## config.mk

```make
export PLATFORM = sky130hd
export DESIGN_NAME = elite_spi_rx
export DESIGN_NICKNAME = d
export VERILOG_FILES = /design/src/rtl/elite_spi_rx.sv
export SDC_FILE = /design/constraint.sdc
export NUM_CORES = 1
export LEC_CHECK = 0
export CELL_PAD_IN_SITES_DETAIL_PLACEMENT = 1
export CELL_PAD_IN_SITES_GLOBAL_PLACEMENT = 1
export CORE_MARGIN = 1.5
export CORE_UTILIZATION = 37
export CTS_CLUSTER_DIAMETER = 200
export CTS_CLUSTER_SIZE = 16
export DETAILED_ROUTE_END_ITERATION = 10
export PLACE_DENSITY_LB_ADDON = 0.1
export SLEW_MARGIN = 10
export SYNTH_ARGS = -nofsm -noshare
export SYNTH_HDL_FRONTEND = slang
export SYNTH_SLANG_ARGS = --single-unit
```

## constraint.sdc

```tcl
create_clock -name CLOCK_50 -period 1.95 [get_ports CLOCK_50]
set_clock_uncertainty 0.2 [all_clocks]
set_input_delay 0.4875 -clock CLOCK_50 [delete_from_list [all_inputs] [get_ports CLOCK_50]]
set_output_delay 0.4875 -clock CLOCK_50 [all_outputs]
set_load 0.005 [all_outputs]
```

## src/rtl/elite_spi_rx.sv

```systemverilog
// SPI mode-0 slave receiver feeding the 7-segment display word.
// It echoes the previously received byte on MISO and flags frames that end mid-byte.
module elite_spi_rx #(
   parameter int SYNC_STAGES = 2,
   parameter int DATA_W      = 8
) (
   input  logic              CLOCK_50,
   input  logic              Reset_SPI_Rx,
   input  logic              SPI_SCLK,
   input  logic              SPI_CS_n,
   input  logic              SPI_MOSI,
   output logic              SPI_MISO,
   output logic [DATA_W-1:0] Elite_7Seg_Disp_Word,
   output logic              Elite_7Seg_Set_Flag,
   output logic              SPI_Frame_Err,
   output logic [7:0]        SPI_Byte_Count
);

   localparam int CNT_W = $clog2(DATA_W);

   typedef enum logic [1:0] {
      ARMWAIT,
      IDLE,
      ACTIVE
   } state_t;

   state_t                 state;
   logic [SYNC_STAGES-1:0] sclk_sync;
   logic [SYNC_STAGES-1:0] cs_sync;
   logic [SYNC_STAGES-1:0] mosi_sync;
   logic                   sclk_d;
   logic                   cs_d;
   logic                   sclk_s;
   logic                   cs_s;
   logic                   mosi_s;
   logic                   sclk_rise;
   logic                   sclk_fall;
   logic                   cs_rise;
   logic                   cs_fall;
   logic [CNT_W-1:0]       bit_cnt;
   logic [DATA_W-2:0]      rx_sr;
   logic [DATA_W-1:0]      tx_sr;
   logic                   reload_pending;

   assign sclk_s    = sclk_sync[SYNC_STAGES-1];
   assign cs_s      = cs_sync[SYNC_STAGES-1];
   assign mosi_s    = mosi_sync[SYNC_STAGES-1];
   assign sclk_rise = sclk_s & ~sclk_d;
   assign sclk_fall = ~sclk_s & sclk_d;
   assign cs_rise   = cs_s & ~cs_d;
   assign cs_fall   = ~cs_s & cs_d;

   assign SPI_MISO  = (state == ACTIVE) ? tx_sr[DATA_W-1] : 1'b1;

   // The CS_n chain clears low so ARMWAIT waits for a genuinely observed high level.
   always_ff @(posedge CLOCK_50) begin
      if (Reset_SPI_Rx) begin
         sclk_sync <= '0;
         cs_sync   <= '0;
         mosi_sync <= '0;
         sclk_d    <= 1'b0;
         cs_d      <= 1'b0;
      end else begin
         sclk_sync <= {sclk_sync[SYNC_STAGES-2:0], SPI_SCLK};
         cs_sync   <= {cs_sync[SYNC_STAGES-2:0], SPI_CS_n};
         mosi_sync <= {mosi_sync[SYNC_STAGES-2:0], SPI_MOSI};
         sclk_d    <= sclk_s;
         cs_d      <= cs_s;
      end
   end

   always_ff @(posedge CLOCK_50) begin
      if (Reset_SPI_Rx) begin
         state                <= ARMWAIT;
         bit_cnt              <= '0;
         rx_sr                <= '0;
         tx_sr                <= '1;
         reload_pending       <= 1'b0;
         Elite_7Seg_Disp_Word <= '0;
         Elite_7Seg_Set_Flag  <= 1'b0;
         SPI_Frame_Err        <= 1'b0;
         SPI_Byte_Count       <= '0;
      end else begin
         Elite_7Seg_Set_Flag <= 1'b0;
         SPI_Frame_Err       <= 1'b0;
         case (state)
            ARMWAIT: begin
               if (cs_s)
                  state <= IDLE;
            end
            IDLE: begin
               if (cs_fall) begin
                  state          <= ACTIVE;
                  bit_cnt        <= '0;
                  tx_sr          <= Elite_7Seg_Disp_Word;
                  reload_pending <= 1'b0;
               end
            end
            ACTIVE: begin
               // Deselect takes precedence over any SCLK edge seen in the same cycle.
               if (cs_rise) begin
                  state          <= IDLE;
                  bit_cnt        <= '0;
                  reload_pending <= 1'b0;
                  if (bit_cnt != '0)
                     SPI_Frame_Err <= 1'b1;
               end else if (sclk_rise) begin
                  rx_sr <= {rx_sr[DATA_W-3:0], mosi_s};
                  if (bit_cnt == CNT_W'(DATA_W-1)) begin
                     Elite_7Seg_Disp_Word <= {rx_sr, mosi_s};
                     Elite_7Seg_Set_Flag  <= 1'b1;
                     SPI_Byte_Count       <= SPI_Byte_Count + 8'd1;
                     bit_cnt              <= '0;
                     reload_pending       <= 1'b1;
                  end else begin
                     bit_cnt <= bit_cnt + 1'b1;
                  end
               end else if (sclk_fall) begin
                  if (reload_pending) begin
                     tx_sr          <= Elite_7Seg_Disp_Word;
                     reload_pending <= 1'b0;
                  end else begin
                     tx_sr <= {tx_sr[DATA_W-2:0], 1'b1};
                  end
               end
            end
            default: state <= ARMWAIT;
         endcase
      end
   end

endmodule

```

==> results of run 1 <==
==> report_power, final <==
part           total [uW]  internal (uW)  switching [uW]
combinational        58.9           25.0            33.9
sequential            976            968            8.07
clock                 613            291             322
==> kinds of logic after synthesis <==
logic type / count (synthesis)
buffers and inverters: 22
AOI/OAI and AO/OA: 45
DFF: 47
muxes: 7
xor gates and xnor gates: 4
and+or+nand+nor: 88
adders and majority gates: 7
==> path summary, 6_finish.rpt <==
| path | slack (ns) | startpoint | cells past startpoint | to |
|---|---|---|---|---|
| worst max-delay path | 0.02 | bit_cnt[1]$_SDFFE_PP0P_ | 6 | SPI_Byte_Count[5]$_SDFFE_PP0P_ |
| worst max register to register | 0.02 | bit_cnt[1]$_SDFFE_PP0P_ | 6 | SPI_Byte_Count[5]$_SDFFE_PP0P_ |
| worst min register to register | 0.25 | mosi_sync[0]$_SDFF_PP0_ | 1 | mosi_sync[1]$_SDFF_PP0_ |
| worst min-delay path | 0.25 | mosi_sync[0]$_SDFF_PP0_ | 1 | mosi_sync[1]$_SDFF_PP0_ |
==> metrics by stage <==
step	setup TNS [ns]	total power [uW]	cells	setup WS (ns)	hold WS, ns
finish	0	1650	321	0.0235	0.249
detailed placement	-0.0362	1060	312	-0.0204	0.233
CTS	0	1670	321	0.00507	0.254
global route	-0.0215	1720	321	-0.0215	0.264
global placement	0	1050	312	0.0480	0.228
floorplan	0	1040	220	0.0156	0.214
==> layer usage <==
metal	up-vias	global-route usage [%]
met2	15	27.7
met3	4	4.10
met1	755	22.5
met4	0	5.36
li1	824	-
met5	-	0
==> registers in the layout, indices dropped and copies added (netlist names) <==
name,cells
state,2
cs_sync,2
reload_pending,1
sclk_sync,2
Elite_7Seg_Disp_Word,8
cs_d,1
sclk_d,1
tx_sr,8
Elite_7Seg_Set_Flag,1
rx_sr,7
mosi_sync,2
SPI_Frame_Err,1
SPI_Byte_Count,8
bit_cnt,3
==> cells in the final DEF, fill, tap and decap left out, drive strengths merged, types with 2 or more instances in the layout <==
master / n
a2111oi: 8
a21oi: 26
buf: 15
clkbuf: 7
clkdlybuf4s50: 21
dfxtp: 47
ha: 7
inv: 8
mux2i: 7
nand2: 22
nand2b: 3
nand3: 6
nor2: 25
nor2b: 15
nor3: 3
nor4: 5
o211ai: 2
o21ai: 2
o31ai: 2
or3: 2
or4: 2
xnor2: 4
==> repair_timing <==
item / 4_1_cts / 5_1_grt
hold buffers: 0 / 0
buffers inserted: 1 / 0
resized for setup: 8 / 12
pin swaps: 0 / 0
endpoints found under the hold margin: 0 / 0
setup endpoints to repair: 6 / 14
==> final cells by class <==
type                       instances  area share (%)
multi-input combinational        151            39.4
tap                               70            3.53
sequential                        47            38.6
timing repair buffer              37            13.4
inverter                           8            1.21
clock buffer                       7            3.48
clock inverter                     1           0.353
==> impl_metrics.ini, run 1 <==
[critical_path]
cp-start-kind = flop
critPathCaptureType = flop
worstSetupPathType = reg2reg
critPathMostFrequentCell = ha_4
worst-path-max-fanout = 5
max_stage_delay_ns = 0.47
critPathArrivalTime_ns = 1.96
crit_chain = ha_4, ha_4, nand2_4, or3_4, or4_1, a21oi_1
cp_num_buf_inv = 0
critPathTopFamily = simple AND/OR/NAND/NOR gates
cp.required_ns = 1.98
worst_path_max_delay_cell = or4_1

[placement]
placed_area_sq_um = 2330
io_buffers = 23
dp_hpwl_microns = 3350
routabilityCongestion = 0.821

[clock_network]
cts.path.max_buffers = 2
clock_latency_ns = 0.29
cts_buffers = 5
h-tree-depth = 2
root_buffer = clkbuf_8
cts_tree = built
clk_pin_slew_worst_paths_ns = 0.09
cts.sink_count = 47

[drt]
ant_nets = 0
wirelength_met1_microns = 2280
drc = 0
met2RoutedLength_microns = 2150
wire_per_inst_microns = 14.3
drt_iter0_markers = 69
vias = 1598
drt_pass1_iterations = 4
wl_microns = 4590
routed.top_layer = met4
met3_length_microns = 115
viasPerCell = 4.98

[logic_synthesis]
synth_mux_area_share_pct = 3.59
avgSynthCellArea_sq_um = 8.87
synth-compound-area-share_pct = 14.5
ys_seq_area_share_pct = 48.2
syn_area_sq_um = 1950
synth_cell_types = 35
netlist_instances = 220
synth-edff-count = 0
ys_top_cells_by_area = dfxtp_1 48%, a21oi_1 6.7%, nor2_1 4.8%
synth_warnings = 0
synth_top_area_share_pct = 48.2
synth-adder-area-share_pct = 4.49
yosys-top-cells-count = 47 x dfxtp_1, 26 x a21oi_1, 25 x nor2_1
synthFlopType = dfxtp_1
synth_area_leader_cell = dfxtp_1
ys_seq_elements = 47
async_flop_share_pct = 0
syn_nets = 232
synthXorXnorAreaFrac_pct = 1.80
yosys.area_share.simple_pct = 22.6
synth_top_family_by_area = simple AND/OR/NAND/NOR gates
post-synth-top-count-cell = dfxtp_1

[finish]
fin_area_sq_um = 2480
regArea_sq_um = 958
syn2layout_area_growth_pct = 27.3
multi_input_area_sq_um = 980
finish.utilization_pct = 48.6
antenna_cells = 0
fillers = 612
nets = 262
drive_above_1_share_pct = 17.1

[timing]
hold_violations = 0
worst_pin_slew_ns = 0.644
fmax_ghz = 0.519
fin_crit_ns = 1.93
finalMaxSlewViolations = 0
period_share_pct = 98.8
timing.slew.headroom_pct = 57.1
rsz0062_at_grt = yes
setup_violations = 0

[floorplan]
die_y_microns = 75.6
dieArea_sq_um = 5720
std_cell_rows = 26
start_util_pct = 38.2
ioPinCount = 24
core_sq_um = 5110
die_width_microns = 75.6

[grt]
antenna_found_initial = 0
grt_pass1_wl_microns = 7400
track_usage_pct = 17.1
grt_max_degree = 38
gr-total-overflow = 0
grt_pass1_vias = 1566

[pwr]
power.density_nw_per_um2 = 664
ir_worst_vdd_v = 0.000397
leakage_uw = 0.000894

[job]
max_cap_violations = 0

[worst_hold_path]
hold_path_class = reg2reg

[run_status]
status = complete, no violations
Note: power is estimated with default switching activity, not from simulation.
==> inputs of run 2 (changes only) <==
Settings changed: CORE_UTILIZATION 37 to 39, CTS_BUF_LIST set to sky130_fd_sc_hd__clkbuf_8.
==> impl_metrics.ini, run 2 (synthesis gave the netlist of run 1 again) <==
[job]
max_cap_violations = 0

[critical_path]
crit_chain = clkdlybuf4s50_1
cp_num_buf_inv = 1
cp-start-kind = flop
reg2reg_slack_ns = 0.007
critPathArrivalTime_ns = 1.26
reg2regPathDepth = 6
worst_path_max_delay_cell = clkdlybuf4s50_1
worst-path-max-fanout = 4
worstSetupPathType = reg2out
critPathCaptureType = primary output
rr_endpoint = SPI_Byte_Count[5]$_SDFFE_PP0P_
max_stage_delay_ns = 0.53
cp.required_ns = 1.26
regToRegStartpoint = bit_cnt[1]$_SDFFE_PP0P_
critPathTopFamily = buffers and inverters

[finish]
layout_commonest_cell = dfxtp_1
finish.utilization_pct = 53.0
final_cells = 322
drive_above_1_share_pct = 20.8
antenna_cells = 0
top_regs = Elite_7Seg_Disp_Word x8, SPI_Byte_Count x8, tx_sr x8
fillers = 564
nets = 266
regArea_sq_um = 975
multi_input_area_sq_um = 995
syn2layout_area_growth_pct = 30.0
final_cell_mix = 34 x dfxtp_1, 25 x nor2_1, 25 x a21oi_1

[timing]
worst_pin_slew_ns = 0.539
fin_crit_ns = 1.94
timing.slew.headroom_pct = 64.1
setup_violations = 0
fmax_ghz = 0.515
finalMaxSlewViolations = 0
hold_violations = 0
period_share_pct = 99.7
rsz0062_at_grt = yes
setup_tns_ns = 0

[drt]
drt_pass1_iterations = 4
vias = 1629
ant_nets = 0
viasPerCell = 5.06
wire_per_inst_microns = 14.5
drt_iter0_markers = 92
drc = 0
wl_microns = 4690

[grt]
grt_max_degree = 31
gr-total-overflow = 0
grt_pass1_wl_microns = 7870
track_usage_pct = 18.8
antenna_found_initial = 0
grt_pass1_vias = 1678

[run_status]
status = complete, no violations

[clock_network]
clk_pin_slew_worst_paths_ns = 0.10
cts.sink_count = 47
root_buffer = clkbuf_8
cts.path.max_buffers = 2
cts_buffers = 5
clock_latency_ns = 0.31
h-tree-depth = 2
cts_tree = built

[pwr]
p_total_uw = 1670
power.density_nw_per_um2 = 657
leakage_uw = 0.000911
ir_worst_vdd_v = 0.000378

[floorplan]
ioPinCount = 24
start_util_pct = 40.8
std_cell_rows = 25
die_width_microns = 73.7
dieArea_sq_um = 5430
core_sq_um = 4790
die_y_microns = 73.7

[worst_hold_path]
hold_start = mosi_sync[0]$_SDFF_PP0_
hold_path_class = reg2reg
min_path_cells = 1
min_delay_worst_endpoint = mosi_sync[1]$_SDFF_PP0_

[placement]
dp.cells = 310
dp_hpwl_microns = 3270
io_buffers = 23
routabilityCongestion = 0.842
run 2: cell types whose count changed in the layout (fill, tap and decap cells not counted), sizes merged:
cell | previous run | this run
buf | 15 | 19
clkbuf | 7 | 5
clkinv | 1 | 0
clkinvlp | 0 | 1
inv | 8 | 10
run 2: power breakdown:
part           switching, uW  internal, uW
clock network            373           262
logic                   34.5          25.5
registers               8.91           961
run 2: area by class of cell:
cell class                 count  area share, %
clock inverter                 3          0.987
clock buffer                   5           2.71
timing repair buffer          41           14.2
sequential                    47           38.4
inverter                       8           1.18
multi-input combinational    151           39.2
tap                           67           3.31
run 2: worst max-delay path by stage:
stage | startpoint | to | slack (ns) | cells past startpoint
floorplan | bit_cnt[1]$_SDFFE_PP0P_ | SPI_Byte_Count[5]$_SDFFE_PP0P_ | 0.02 | 7
global placement | bit_cnt[1]$_SDFFE_PP0P_ | SPI_Byte_Count[5]$_SDFFE_PP0P_ | 0.04 | 6
detailed placement | bit_cnt[1]$_SDFFE_PP0P_ | SPI_Byte_Count[5]$_SDFFE_PP0P_ | -0.05 | 6
CTS | bit_cnt[1]$_SDFFE_PP0P_ | SPI_Byte_Count[5]$_SDFFE_PP0P_ | 0.006 | 6
global route | state[1]$_SDFFE_PP0P_ | tx_sr[7]$_SDFFE_PP1P_ | -0.05 | 6
finish | SPI_Byte_Count[5]$_SDFFE_PP0P_ | SPI_Byte_Count[5] | 0.007 | 1
run 2: per-stage QoR:
stage | hold slack (ns) | worst slack [ns] | cell area, sq um
2_1_floorplan | 0.214 | 0.0156 | 1990
5_1_grt | 0.268 | -0.0528 | 2540
4_1_cts | 0.252 | 0.00625 | 2490
3_5_place_dp | 0.228 | -0.0478 | 2340
3_3_place_gp | 0.228 | 0.0396 | 2340
6_report | 0.246 | 0.00674 | 2540
run 2: repair_timing:
item | CTS | global route
cloned | 0 | 0
endpoints found under the setup margin | 6 | 18
gates resized for setup | 15 | 18
hold buffers | 0 | 0
pin swaps | 0 | 0
buffers inserted | 3 | 1
run 2: layer usage:
| metal | part of all wire [%] | wire length [microns] | global-route usage, % |
|---|---|---|---|
| met5 | 0 | 0 | 0 |
| met4 | 0.41 | 19 | 3.70 |
| met3 | 3.4 | 160 | 6.04 |
| met2 | 46 | 2180 | 31.5 |
| met1 | 50 | 2330 | 23.8 |
==> edit 1: new RTL, flow settings as in run 1 <==
Register the inputs `SPI_CS_n` and `SPI_MOSI` before use, without a reset. The logic sees them one clock later.
--- a/src/rtl/elite_spi_rx.sv
+++ b/src/rtl/elite_spi_rx.sv
@@ -24,4 +24,12 @@
       ACTIVE
    } state_t;
+
+   logic SPI_CS_n_q;
+   logic SPI_MOSI_q;
+
+   always_ff @(posedge CLOCK_50) begin
+      SPI_CS_n_q <= SPI_CS_n;
+      SPI_MOSI_q <= SPI_MOSI;
+   end
 
    state_t                 state;
@@ -63,6 +71,6 @@
       end else begin
          sclk_sync <= {sclk_sync[SYNC_STAGES-2:0], SPI_SCLK};
-         cs_sync   <= {cs_sync[SYNC_STAGES-2:0], SPI_CS_n};
-         mosi_sync <= {mosi_sync[SYNC_STAGES-2:0], SPI_MOSI};
+         cs_sync   <= {cs_sync[SYNC_STAGES-2:0], SPI_CS_n_q};
+         mosi_sync <= {mosi_sync[SYNC_STAGES-2:0], SPI_MOSI_q};
          sclk_d    <= sclk_s;
          cs_d      <= cs_s;
Function: changed (Yosys sat finds a counterexample within 10 cycles, from zero or initial values and one cycle with Reset_SPI_Rx high).
==> edit 1 against run 1 <==
Sequential cell count increased by 2; setup slack worse by 7.6 ps; wire length rose by 2.2%; utilization up 0.69 points; largest power group unchanged; design area up 2.1%; total power is 11% higher; synthesized area rose by 2.1%.
==> edit 1: results (changes against run 1) <==
Outcome:
- Result of the run: complete, no violations (unchanged).

Power:
- The worst vdd rail ir drop was 316.6 uV (was 397.1 uV).
- The leakage power figure came to 0.9177 nW (was 0.8943 nW).

Setup path:
- The maximum fanout encountered on the critical timing path is 6 (was 5).
- The number of cells on the worst reg-to-reg path was 6 (unchanged).

Drt:
- The overall via count from detail_route is 1667 (was 1598).
- The per-cell routed wire length was 14.52 um (was 14.29 um).
- The violation count after the first detailed-route iteration came to 53 (was 69).
- The total iterations of the first detailed-routing run is 4 (unchanged).

Placement:
- The cell area reported after detailed placement came to 0.002381 mm^2 (was 0.002333 mm^2).
- The worst slack at placement was -27.18 ps (was -20.35 ps).
- The number of I/O port buffers is 23 (unchanged).
- The placed wire-length estimate is 3.462 mm (was 3.354 mm).
- The routability congestion estimate from global placement is 0.7521 (was 0.8210).

Cells and area:
- The number of nets at the end of the flow was 264 (was 262).
- The total inserted antenna cells is 0 (unchanged).
- The fraction of layout cells with a size suffix above 1 came to 16.21% (was 17.13%).

GRT:
- The number of antenna violations at the first check in global routing is 0 (unchanged).
- The all-layer global routing usage came to 16.78% (was 17.06%).
- The global-route wire length before repair came to 7.997 mm (was 7.396 mm).
- The pin count of the biggest net entering global routing is 25 (was 38).

Timing:
- The final hold slack is 244.7 ps (was 249.0 ps).
- The transition at the pin with the smallest max-transition slack is 441.7 ps (was 644.2 ps).
- The minimum clock period after layout is 1934 ps (was 1926 ps).

Clocking:
- The buffer count from post-CTS setup fixing was 0 (was 1).

Synthesis:
- The post-synthesis net count came to 234 (was 232).
- The sequential fraction of the synthesis area came to 49.28% (was 48.24%).
- Commonest cells in the synthesized netlist: 49 x dfxtp_1, 26 x a21oi_1, 25 x nor2_1 (was 47 x dfxtp_1, 26 x a21oi_1, 25 x nor2_1).
- Largest cells by area after synthesis: dfxtp_1 49%, a21oi_1 6.5%, nor2_1 4.7% (was dfxtp_1 48%, a21oi_1 6.7%, nor2_1 4.8%).
[edit 1: metrics by stage]
stage / std cells / setup TNS (ps)
6_report: 323 / 0
5_1_grt: 323 / -32.55
4_1_cts: 323 / 0
3_5_place_dp: 315 / -27.18
3_3_place_gp: 315 / 0
2_1_floorplan: 222 / 0
[edit 1: kinds of logic after synthesis]
logic type | count (synthesis) | synth area share [%]
AND/OR/NAND/NOR | 88 | 22.19
buffers and inverters | 22 | 4.651
XOR/XNOR | 4 | 1.760
flip-flops | 49 | 49.28
adder cells (fa/ha/maj) | 7 | 4.400
AO/OA/AOI/OAI | 45 | 14.20
multiplexers | 7 | 3.520
[edit 1: path summary, 6_finish.rpt]
check	end	from
worst min register to register	cs_sync[0]$_SDFF_PP0_	SPI_CS_n_q$_DFF_P_
worst min-delay path	cs_sync[0]$_SDFF_PP0_	SPI_CS_n_q$_DFF_P_
worst max-delay path	SPI_Byte_Count[5]$_SDFFE_PP0P_	bit_cnt[1]$_SDFFE_PP0P_
worst max register to register	SPI_Byte_Count[5]$_SDFFE_PP0P_	bit_cnt[1]$_SDFFE_PP0P_
[edit 1: layer usage]
layer	track usage, %	share of wire, %
met1	19.78	46
met2	30.09	51
met3	3.353	2.0
met4	5.926	1.0
met5	0	0
[edit 1: cell type report]
| class | count | area, um^2 |
|---|---|---|
| clock inverters | 1 | 30.03 |
| inverters | 8 | 30.03 |
| clock buffers | 7 | 86.33 |
| flip-flops and latches | 49 | 998.5 |
| multi-input cells | 151 | 973.4 |
| well taps | 70 | 87.58 |
| fillers | 623 | 2605 |
| repair buffers | 37 | 329.1 |
[edit 1: worst max-delay path, delay by kind of cell (launching register included)]
kind	cells	cell delay (ps)
fa+ha+maj	2	290
simple gates	3	890
compound gates	1	130
flops	1	370
[edit 1: what timing repair did]
item                                    4_1_cts  5_1_grt
pin swaps                                     0        0
hold buffers                                  0        0
endpoints found under the setup margin        5        6
gates resized for setup                      11        5
[edit 1: power by group]
part,switching [mW],internal [mW]
clock,0.323,0.418
combinational,0.0337,0.0262
sequential,0.00957,1.01
total,0.367,1.45
==> edit 2: new RTL, config.mk and constraints of run 1 <==
Without the edit above. Set the parameter `DATA_W` to 16 (it was 8).
--- a/src/rtl/elite_spi_rx.sv
+++ b/src/rtl/elite_spi_rx.sv
@@ -3,5 +3,5 @@
 module elite_spi_rx #(
    parameter int SYNC_STAGES = 2,
-   parameter int DATA_W      = 8
+   parameter int DATA_W      = 16
 ) (
    input  logic              CLOCK_50,
Ports: changed (resized Elite_7Seg_Disp_Word); port bits go from 24 to 32. The function was not compared with the original's and may differ.
==> edit 2 against run 1 <==
Setup slack improved by 8.6 ps; die area up 49%; total power rose by 60%; synthesized area up 51%; sequential cell count increased by 25; wire length increased by 68%; combinational power grew 47%; utilization increased by 0.42 points; design area is 53% higher; largest power group unchanged.
==> edit 2: results (changes against run 1) <==
Outcome:
- Result of the run: complete, no violations (unchanged).

Drt:
- The sum of routed wire segments on met1 is 3.855 mm (was 2.277 mm).
- The total detailed-routing wirelength is 7.713 mm (was 4.588 mm).
- The number of vias per cell after detailed routing is 4.983 (was 4.978).
- The violation count after the first detailed-route iteration is 91 (was 69).
- The met3 wire length was 298 um (was 115 um).
- The met2 layer wire length in the routed design is 3.427 mm (was 2.149 mm).

Cells and area:
- The number of nets at the end of the flow is 424 (was 262).
- The final standard cell area without fillers is 0.003790 mm^2 (was 0.002484 mm^2).
- The fraction of layout cells with a size suffix above 1 came to 17.75% (was 17.13%).
- The count of multi-input gates is 263 (was 151).
- The layout overhead on the synthesized area came to 28.46% (was 27.33%).
- The fraction of area in multi-input gates was 37.44% (was 39.45%).
- The number of non-clock buffers is 58 (was 37).
- The non-clock inverter total of the final layout is 9 (was 8).
- The filler cell count is 936 (was 612).
- The clock distribution area overhead in the final layout is 4.556% (was 3.829%).
- Largest regs: Elite_7Seg_Disp_Word x16, tx_sr x16, rx_sr x15 (was Elite_7Seg_Disp_Word x8, SPI_Byte_Count x8, tx_sr x8).
- The count of non-filler cells in the finished layout is 519 (was 321).
- The layout buffering overhead excluding clock cells is 14.63% (was 13.40%).
- The clock buffer instance count of the final layout is 12 (was 7).
- The flip-flop and latch area is 0.001483 mm^2 (was 958.4 um^2).

Clocking:
- The clock root buffer is clkbuf_8 (unchanged).
- The H-tree depth is 3 (was 2).
- The number of buffers added by the clock tree synthesis step came to 9 (was 5).

Placement:
- The cell area reported after detailed placement is 0.003495 mm^2 (was 0.002333 mm^2).
- The number of I/O port buffers was 31 (was 23).
- The routability congestion estimate from global placement is 0.7824 (was 0.8210).
- The worst slack at placement came to -71.25 ps (was -20.35 ps).
- The placed cell count is 499 (was 312).

Synthesis:
- Largest cells by area after synthesis: dfxtp_1 49%, nand2_1 12%, a21oi_1 7.1% (was dfxtp_1 48%, a21oi_1 6.7%, nor2_1 4.8%).
- The count of cell types in the netlist is 36 (was 35).
- The sequential fraction of the synthesis area came to 48.85% (was 48.24%).
- The share of synthesized flip-flops with an asynchronous set or reset is 0% (unchanged).
- Commonest cells in the synthesized netlist: 97 x nand2_1, 72 x dfxtp_1, 42 x a21oi_1 (was 47 x dfxtp_1, 26 x a21oi_1, 25 x nor2_1).
- The number of standard cells after synthesis came to 368 (was 220).
- The register bit count reported by yosys is 72 (was 47).

GRT:
- The via count of the first global-routing pass is 2496 (was 1566).
- The all-layer global routing usage is 19.24% (was 17.06%).
- The global-route wire length before repair is 12.63 mm (was 7.396 mm).
- The pin count of the biggest net entering global routing is 44 (was 38).

Timing:
- The transition at the pin with the smallest max-transition slack is 483.2 ps (was 644.2 ps).

Setup path:
- The critical-path cell with the highest stage delay is or3_4 (was or4_1).
- The arrival time of data at the critical path endpoint is 1990 ps (was 1960 ps).
- The maximum fanout encountered on the critical timing path is 10 (was 5).
- The highest cell delay on the worst timing path is 370 ps (was 470 ps).

Power:
- The leakage power figure is 1.447 nW (was 0.8943 nW).
==> edit 2: layer usage <==
| layer | global-route usage [%] | vias to the layer above |
|---|---|---|
| li1 | - | 1313 |
| met4 | 8.462 | 0 |
| met3 | 3.612 | 8 |
| met2 | 28.40 | 40 |
| met1 | 27.21 | 1225 |
| met5 | 0 | - |
==> edit 2: timing repair <==
action                                  4_1_cts  5_1_grt
pin swaps                                     1        3
endpoints found under the setup margin       14       38
buffers inserted                              3        2
gates resized for setup                      14       26
==> edit 2: cell families after synthesis <==
family | synth area share (%)
simple gates | 28.75
xor+xnor | 0.2969
mux | 0.3817
buf+inv | 4.623
compound gates | 14.55
flops | 48.85
fa+ha+maj | 2.544
==> edit 2: where the power goes <==
| part | switching (mW) | internal [mW] | total, mW | leakage (nW) |
|---|---|---|---|---|
| sequential | 0.00787 | 1.47 | 1.48 | 0.596 |
| clock | 0.545 | 0.521 | 1.07 | 0.0882 |
| combinational | 0.0479 | 0.0386 | 0.0865 | 0.763 |
==> edit 2: worst paths after layout <==
path / from / endpoint / slack, ps / cells after the start
worst max-delay path: bit_cnt[1]$_SDFFE_PP0P_ / SPI_Byte_Count[4]$_SDFFE_PP0P_ / 30 / 7
worst min-delay path: cs_sync[0]$_SDFF_PP0_ / cs_sync[1]$_SDFF_PP0_ / 240 / 1
worst max register to register: bit_cnt[1]$_SDFFE_PP0P_ / SPI_Byte_Count[4]$_SDFFE_PP0P_ / 30 / 7
worst min register to register: cs_sync[0]$_SDFF_PP0_ / cs_sync[1]$_SDFF_PP0_ / 240 / 1
==> edit 2: worst register-to-register path, delay by kind of cell, from the launching register on <==
kind	cells	cell delay, ps
AOI/OAI and AO/OA	1	130
adders and majority gates	1	140
buffers and inverters	2	290
DFF	1	360
and+or+nand+nor	3	720
